## src/rtl/priority_arbiter_pkg.sv

```systemverilog
// Shared types and constants for the priority arbiter.
// Round-robin mode is enabled by defining PRIORITY_ARBITER_RR_EN.
package priority_arbiter_pkg;

    // Largest supported number of request lines.
    localparam int unsigned MAX_N = 32;

    typedef enum logic {
        IDLE  = 1'b0,
        GRANT = 1'b1
    } arb_state_t;

    // Decrement an index modulo n (0 wraps to n-1).
    function automatic int unsigned wrap_dec(input int unsigned g, input int unsigned n);
        return (g == 0) ? (n - 1) : (g - 1);
    endfunction

endpackage

```

## src/rtl/priority_arbiter_if.sv

```systemverilog
// Request/grant bus between requesters/consumer and the priority arbiter.
// Round-robin mode is enabled by defining PRIORITY_ARBITER_RR_EN.
interface priority_arbiter_if #(
    parameter int N = 8
) ();
    localparam int W = $clog2(N);

    logic [N-1:0] in_lines;
    logic         grant_ack;
    logic         grant_valid;
    logic [W-1:0] out_lines;
    logic [N-1:0] grant_onehot;
    logic         none_active;

    // Requesters and grant consumer.
    modport master (
        output in_lines,
        output grant_ack,
        input  grant_valid,
        input  out_lines,
        input  grant_onehot,
        input  none_active
    );

    // Arbiter side.
    modport slave (
        input  in_lines,
        input  grant_ack,
        output grant_valid,
        output out_lines,
        output grant_onehot,
        output none_active
    );
endinterface

```

## src/rtl/priority_encoder_core.sv

```systemverilog
// Combinational N-to-W MSB-first priority encoder with rotated priority.
// Search order is ptr, ptr-1, ..., 0, N-1, ..., ptr+1; ptr = N-1 gives plain
// highest-index-wins. Used by priority_arbiter (PRIORITY_ARBITER_RR_EN selects
// whether ptr is a register or the constant N-1).
module priority_encoder_core #(
    parameter int N = 8,
    parameter int W = $clog2(N)
) (
    input  logic [N-1:0] req,
    input  logic [W-1:0] ptr,
    output logic [W-1:0] idx,
    output logic         any
);

    // Walk candidates downward from ptr with wraparound; first set line wins.
    always_comb begin
        int unsigned cand;
        idx  = '0;
        any  = 1'b0;
        cand = 0;
        for (int unsigned k = 0; k < N; k++) begin
            cand = int'(ptr) + N - k;
            if (cand >= N) begin
                cand = cand - N;
            end
            if (!any && req[cand]) begin
                idx = W'(cand);
                any = 1'b1;
            end
        end
    end

endmodule

```

## src/rtl/priority_arbiter.sv

```systemverilog
// Registered two-state (IDLE/GRANT) request arbiter.
// Default build: fixed priority, highest set index wins.
// Define PRIORITY_ARBITER_RR_EN for round-robin: after an acked grant of index
// g the search starts at g-1 (wrapping), and reset restores the pointer to N-1.
module priority_arbiter
    import priority_arbiter_pkg::*;
#(
    parameter int N = 8
) (
    input  logic             clk,
    input  logic             rst_n,
    priority_arbiter_if.slave bus
);

    localparam int W = $clog2(N);

    arb_state_t   state;
    logic         grant_valid_q;
    logic [W-1:0] out_lines_q;
    logic [N-1:0] grant_onehot_q;
    logic         none_active_q;

    logic [W-1:0] ptr;
    logic [W-1:0] win_idx;
    logic         win_any;

`ifdef PRIORITY_ARBITER_RR_EN
    logic [W-1:0] ptr_q;
    assign ptr = ptr_q;
`else
    assign ptr = W'(N - 1);
`endif

    priority_encoder_core #(
        .N (N),
        .W (W)
    ) u_core (
        .req (bus.in_lines),
        .ptr (ptr),
        .idx (win_idx),
        .any (win_any)
    );

    // FSM with all outputs registered; a presented grant is held until acked.
    always_ff @(posedge clk) begin
        if (!rst_n) begin
            state          <= IDLE;
            grant_valid_q  <= 1'b0;
            out_lines_q    <= '0;
            grant_onehot_q <= '0;
            none_active_q  <= 1'b1;
`ifdef PRIORITY_ARBITER_RR_EN
            ptr_q          <= W'(N - 1);
`endif
        end else begin
            case (state)
                IDLE: begin
                    if (win_any) begin
                        state          <= GRANT;
                        grant_valid_q  <= 1'b1;
                        out_lines_q    <= win_idx;
                        grant_onehot_q <= N'(1) << win_idx;
                        none_active_q  <= 1'b0;
                    end else begin
                        grant_valid_q  <= 1'b0;
                        out_lines_q    <= '0;
                        grant_onehot_q <= '0;
                        none_active_q  <= 1'b1;
                    end
                end
                GRANT: begin
                    if (bus.grant_ack) begin
                        state          <= IDLE;
                        grant_valid_q  <= 1'b0;
                        out_lines_q    <= '0;
                        grant_onehot_q <= '0;
`ifdef PRIORITY_ARBITER_RR_EN
                        ptr_q          <= W'(wrap_dec(32'(out_lines_q), N));
`endif
                    end
                end
                default: begin
                    state <= IDLE;
                end
            endcase
        end
    end

    assign bus.grant_valid  = grant_valid_q;
    assign bus.out_lines    = out_lines_q;
    assign bus.grant_onehot = grant_onehot_q;
    assign bus.none_active  = none_active_q;

endmodule

```

## src/flat_wrapper.sv

```systemverilog
// flat-port wrapper written by rule: the top's interface ports become plain ports
module priority_arbiter_flat import priority_arbiter_pkg::*;
#(
    parameter int N = 8
)
  (clk, rst_n, bus_in_lines, bus_grant_ack, bus_grant_valid, bus_out_lines, bus_grant_onehot, bus_none_active);
  priority_arbiter_if #(.N(N)) bus_i ();
  input  logic clk;
  input  logic rst_n;
  input wire logic [$bits(bus_i.in_lines)-1:0] bus_in_lines;
  input wire logic [$bits(bus_i.grant_ack)-1:0] bus_grant_ack;
  output wire logic [$bits(bus_i.grant_valid)-1:0] bus_grant_valid;
  output wire logic [$bits(bus_i.out_lines)-1:0] bus_out_lines;
  output wire logic [$bits(bus_i.grant_onehot)-1:0] bus_grant_onehot;
  output wire logic [$bits(bus_i.none_active)-1:0] bus_none_active;
  assign bus_i.in_lines = bus_in_lines;
  assign bus_i.grant_ack = bus_grant_ack;
  assign bus_grant_valid = bus_i.grant_valid;
  assign bus_out_lines = bus_i.out_lines;
  assign bus_grant_onehot = bus_i.grant_onehot;
  assign bus_none_active = bus_i.none_active;
  priority_arbiter #(.N(N)) u_core (.clk(clk), .rst_n(rst_n), .bus(bus_i));
endmodule
```

## config.mk

```make
export PLATFORM = sky130hd
export DESIGN_NAME = priority_arbiter_flat
export DESIGN_NICKNAME = d
export VERILOG_FILES = /design/src/rtl/priority_arbiter_pkg.sv /design/src/rtl/priority_arbiter_if.sv /design/src/rtl/priority_encoder_core.sv /design/src/rtl/priority_arbiter.sv /design/src/flat_wrapper.sv
export SDC_FILE = /design/constraint.sdc
export NUM_CORES = 1
export LEC_CHECK = 0
export CAP_MARGIN = 40
export CORE_MARGIN = 2
export CORE_UTILIZATION = 30
export CTS_BUF_LIST = sky130_fd_sc_hd__clkbuf_2 sky130_fd_sc_hd__clkbuf_4 sky130_fd_sc_hd__clkbuf_8
export DETAILED_ROUTE_END_ITERATION = 10
export PLACE_DENSITY_LB_ADDON = 0.05
export SLEW_MARGIN = 10
export SYNTH_ARGS = -nofsm -noshare
export SYNTH_HDL_FRONTEND = slang
export SYNTH_SLANG_ARGS = --single-unit
```

## constraint.sdc

```tcl
create_clock -name clk -period 1.3 [get_ports clk]
set_input_delay 0.13 -clock clk [delete_from_list [all_inputs] [get_ports clk]]
set_output_delay 0.13 -clock clk [all_outputs]
set_load 0.03 [all_outputs]
```

# After elaboration in Yosys (flattened, before gate mapping)
# Index checks and enable logic that the tools add are counted.
# classes
n_eq_ne,1
shift,1
mux,28
n_bitwise,1
n_reduce_logical,14
# ops
op,n
two-way mux 3 bit,10
two-way mux 8 bit,2
one-hot mux 8 bit (2 select lines),1
two-way mux 1 bit,12
<< shifter 1 x 3 -> 8 bit (first input constant),1
logical AND 1 bit,7
logical NOT 1 bit,7
one-hot mux 3 bit (2 select lines),1
one-hot mux 1 bit (2 select lines),2
inequality test 2 bit (second input constant),1
inverter 1 bit,1
# word_totals
regBits,14
input_bits,11
out_inout_bits,13

# Logic depth before layout (Yosys ltp)
# depth
word_depth,25
depth_mapped,4
mapped_depth_nobuf,4

# Modules after synthesis
# A second synthesis with hierarchy kept.
# unflattened
cells_unflattened,163
area_unflattened_um2,1640.3
# by_module_without_submodules
mod,n_inst,cells_each,area_per_inst_um2,seq_area_each_um2
priority_encoder_core,1,115,1088.5,0.0
priority_arbiter,1,48,551.8,280.3

# Worst setup path before layout
# No wires, ideal clock.
# synth_timing
kind,input port to flip-flop
startpoint,input bus_in_lines[4]
endpoint,register u_core.state
setup_time_ns,0.115
arrival_time_ns,1.141
t_required_ns,1.185
slack_ns,0.044
path_stages,4
n_path_buf,0
path_cell_list,nor4_4 nand2_2 or4_1 and3_1
# synth_between
elab_chain_cells,16
# synth_rtl
item,line,text
from (decl),flat_wrapper.sv:10,input wire logic [$bits(bus_i.in_lines)-1:0] bus_in_lines;
logical AND 1 bit (*),priority_encoder_core.sv:26,if (!any && req[cand]) begin
two-way mux 1 bit (*),priority_encoder_core.sv:26,
logical NOT 1 bit,priority_encoder_core.sv:26,
logical AND 1 bit,priority_encoder_core.sv:26,
two-way mux 1 bit (*),priority_encoder_core.sv:26,
logical NOT 1 bit,priority_encoder_core.sv:26,
logical AND 1 bit,priority_encoder_core.sv:26,
two-way mux 1 bit (*),priority_encoder_core.sv:26,
logical NOT 1 bit,priority_encoder_core.sv:26,
logical AND 1 bit,priority_encoder_core.sv:26,
two-way mux 1 bit (*),priority_encoder_core.sv:26,
logical NOT 1 bit,priority_encoder_core.sv:26,
logical AND 1 bit,priority_encoder_core.sv:26,
two-way mux 1 bit (*),priority_encoder_core.sv:26,
two-way mux 1 bit (*),priority_arbiter.sv:58,if (win_any) begin
one-hot mux 1 bit (2 select lines) (*),priority_arbiter.sv:56,case (state)
to (signal assigned),priority_arbiter.sv:59,state <= GRANT;
to (signal assigned),priority_arbiter.sv:73,state <= IDLE;
to (signal assigned),priority_arbiter.sv:83,state <= IDLE;
to (decl),priority_arbiter.sv:17,arb_state_t state;
# Every way passes the cells marked *; elsewhere a longest branch is shown, timed or not.
# A chain may end at the register's enable or synchronous reset.

# Worst setup path in the final report
# layout_timing
startpoint,input bus_in_lines[7]
endpoint,register u_core.state
# layout_between
elab_chain_cells,24
# layout_rtl
item,line
two-way mux 1 bit (*),priority_encoder_core.sv:26
logical NOT 1 bit,priority_encoder_core.sv:26
logical AND 1 bit,priority_encoder_core.sv:26
two-way mux 1 bit (*),priority_encoder_core.sv:26
logical NOT 1 bit,priority_encoder_core.sv:26
logical AND 1 bit,priority_encoder_core.sv:26
two-way mux 1 bit (*),priority_encoder_core.sv:26
logical NOT 1 bit,priority_encoder_core.sv:26
[... 8 more ...],-
logical NOT 1 bit,priority_encoder_core.sv:26
logical AND 1 bit,priority_encoder_core.sv:26
two-way mux 1 bit (*),priority_encoder_core.sv:26
logical NOT 1 bit,priority_encoder_core.sv:26
logical AND 1 bit,priority_encoder_core.sv:26
two-way mux 1 bit (*),priority_encoder_core.sv:26
two-way mux 1 bit (*),priority_arbiter.sv:58
one-hot mux 1 bit (2 select lines) (*),priority_arbiter.sv:56
# Marked as above.

==> flow_metrics.py <==
metrics = {
    "sta": {
        "worst_slew_pin_slew_ns": 0.303,
        "relSlewSlack_pct": 79.9,
        "rsz0062_at_grt": "false",
        "finalCritPeriodShare_pct": 94.8,
        "finalWorstSetupSlack_ns": 0.0680,
        "maxSlewViolCount": 0,
        "fin_crit_ns": 1.23,
        "hold_viol": 0,
        "finalSetupViolCount": 0,
        "max_clock_freq_mhz": 812,
        "finClkSkew_ns": 0.000888,
    },
    "logic_synthesis": {
        "yosysSeqAreaShare_pct": 48.2,
        "synth_edf_count": 0,
        "ys.flop_type": "dfxtp_1",
        "synth.top_cell.area_share_pct": 48.2,
        "synth_cells": 67,
        "synth_cell_type_count": 26,
        "async_flop_share_pct": 0,
        "synth_nets": 78,
        "netlist_area_um2": 582,
        "yosys-top-cells-area": "dfxtp_1 48%, nand2_1 9.7%, and2_1 4.3%",
        "ys_warn_count": 0,
        "syn_area_per_cell_um2": 8.68,
        "synth_seq_cells": 14,
        "yosys.area.top_type": "dfxtp_1",
    },
    "setup_path": {
        "cp_top_family": "simple AND/OR/NAND/NOR gates",
        "crit_path_cell_trace": "dlygate4sd2_1, nor4_4, nand2_2, or4_1, and3_1",
        "worstPathArrival_ns": 1.40,
        "end_kind": "flip-flop",
        "path_buf_inv": 1,
        "cp_max_fo": 2,
        "crit_path_max_incr_delay_ns": 0.42,
        "cp-start-kind": "input port",
        "cp.depth": 5,
        "r2r_cells": 2,
        "slowest_stage": "or4_1",
        "cp.required_ns": 1.47,
        "crit_type": "in -> reg",
    },
    "job": {
        "maxCapViolCount": 0,
    },
    "cts": {
        "clk_latency_ns": 0.27,
        "clock_path_buffers": 2,
        "numCtsBuffers": 3,
        "ctsHoldBuffers": 0,
        "cts_tree": "built",
        "cts_max_level": 1,
        "clk_pin_slew_ns": 0.08,
        "cts-root-buf": "clkbuf_4",
        "cts_num_sinks": 14,
        "cts_setup_buffers": 0,
    },
    "place": {
        "place_ws_ns": -0.426,
        "gp_congestion": 0.748,
        "hpwl_mm": 1.15,
        "port_buffers": 23,
        "placed_cell_area_um2": 963,
    },
    "route": {
        "drt-pass1-iter-count": 4,
        "wirelength_mm": 1.45,
        "num_vias": 614,
        "drt-initial-drc-count": 12,
        "vias_per_cell": 4.62,
        "wl_per_cell_um": 10.9,
        "drc": 0,
        "ant_nets": 0,
    },
    "die": {
        "ios": 24,
        "row_count": 15,
        "dieArea_mm2": 0.00231,
        "design.core.area_mm2": 0.00178,
        "initial_core_util_pct": 32.6,
        "die_w_um": 48.0,
        "dieHeight_um": 48.0,
    },
    "power": {
        "switchingPower_w": 0.000237,
        "switching_share_pct": 26.8,
        "ir_worst_vdd_v": 0.000662,
        "seq_power_share_pct": 51.7,
        "p_int_w": 0.000649,
        "clock_power_share_pct": 26.7,
        "combPwrFrac_pct": 21.6,
        "power_density_mw_per_mm2": 915,
        "leakage_nw": 0.471,
    },
    "final_layout": {
        "fillers": 187,
        "diodes": 0,
        "drive_gt1_share_pct": 22.2,
        "fin_area_um2": 968,
        "area_growth_pct": 66.5,
        "nNetsFinal": 121,
    },
    "grt": {
        "grt_max_degree": 11,
        "grt_pass1_wl_mm": 2.35,
        "track_usage_pct": 15.1,
        "grt-ovfl-total": 0,
        "grt_pass1_vias": 560,
        "antenna_found_initial": 0,
    },
    "worst_hold_path": {
        "holdPathStages": 4,
        "hold_class": "in -> reg",
    },
    "run_status": {
        "status": "completed",
    },
}
[power by group through the flow]
stage                     combinational, W  clock (W)  sequential [W]
after floorplan                  0.0000494          0        0.000501
after global placement            0.000207          0        0.000468
after detailed placement          0.000207          0        0.000469
after global routing              0.000209   0.000269        0.000461
after CTS                         0.000193   0.000251        0.000458
final                             0.000191   0.000237        0.000458
[cells by family after synthesis]
logic type / count (synthesis) / share of synthesized area [%]
flip-flops: 14 / 48.2
AND/OR/NAND/NOR: 35 / 32.7
buffers and inverters: 6 / 3.87
AO/OA/AOI/OAI: 12 / 15.3
[state kept, by name (all words and copies together) (netlist names)]
name / cells
u_core.state: 1
u_core.bus.out_lines: 3
u_core.bus.grant_valid: 1
u_core.bus.none_active: 1
u_core.bus.grant_onehot: 8
[per-layer routing]
metal	share of wire [%]	routed length (um)	vias up	track usage [%]
met3	4.8	69	2	3.40
met2	47	676	17	21.9
met5	0	0	-	0
li1	-	-	320	-
met1	48	691	275	20.1
met4	0.96	14	0	9.73
[final timing paths]
check                                                start                         end  slack (ns)
worst max register to register                u_core.state                u_core.state        0.13
worst min-delay path                       bus_in_lines[4]  u_core.bus.grant_onehot[4]        0.31
worst max-delay path                       bus_in_lines[7]                u_core.state        0.07
worst min register to register  u_core.bus.grant_onehot[4]  u_core.bus.grant_onehot[4]        0.43
[cell usage in the layout (no fill, tap or decap)]
master	instances
buf_4	17
dlygate4sd2_1	16
nand2_1	15
dfxtp_1	14
clkdlybuf4s50_1	6
and2_1	4
inv_1	4
nor2_1	3
o22ai_1	3
clkbuf_4	3
nand2b_1	2
nand4_1	2
a32o_1	2
o21ai_0	2
nor2_2	1
o31a_2	1
a21oi_1	1
nor2b_1	1
nor4_4	1
and3b_1	1
o211ai_1	1
o32ai_1	1
nand2_2	1
o41ai_1	1
or4_1	1
nand3_1	1
nor3_1	1
and3_1	1
dlymetal6s2s_1	1
[worst register-to-register path, cell delays in order, from the launching register on]
cell     delay (ns)
dfxtp_1        0.35
or4_1          0.54
and3_1         0.18
[metrics by stage]
step	util, %	cells	power [W]	setup TNS, ns	hold slack (ns)
after CTS	54.2	133	0.000902	0	0.412
after floorplan	-	67	0.000550	0	0.202
final	54.3	133	0.000886	0	0.311
after global placement	54.0	130	0.000675	-1.83	0.426
after detailed placement	54.0	130	0.000676	-1.86	0.430
after global routing	54.3	133	0.000939	0	0.326
[synthesized netlist by cell type, types with 2 or more instances]
cell	number
nand2_1	15
dfxtp_1	14
and2_1	4
inv_1	4
nor2_1	3
o22ai_1	3
a32o_1	2
nand2b_1	2
nand4_1	2
o21ai_0	2
[what timing repair did]
item                       in CTS  in global routing
setup endpoints to repair      15                  1
gates resized for setup        16                  1
pin swaps                       1                  1
[final cells by class]
class / count / area (um2) / share of cell area [%]
Multi-Input combinational cell: 47 / 279 / 28.8
Clock buffer: 3 / 22.5 / 2.33
Timing Repair Buffer: 40 / 340 / 35.1
Sequential cell: 14 / 280 / 28.9
Inverter: 4 / 15.0 / 1.55
Tap cell: 25 / 31.3 / 3.23
Power figures use the tool's default switching activity.
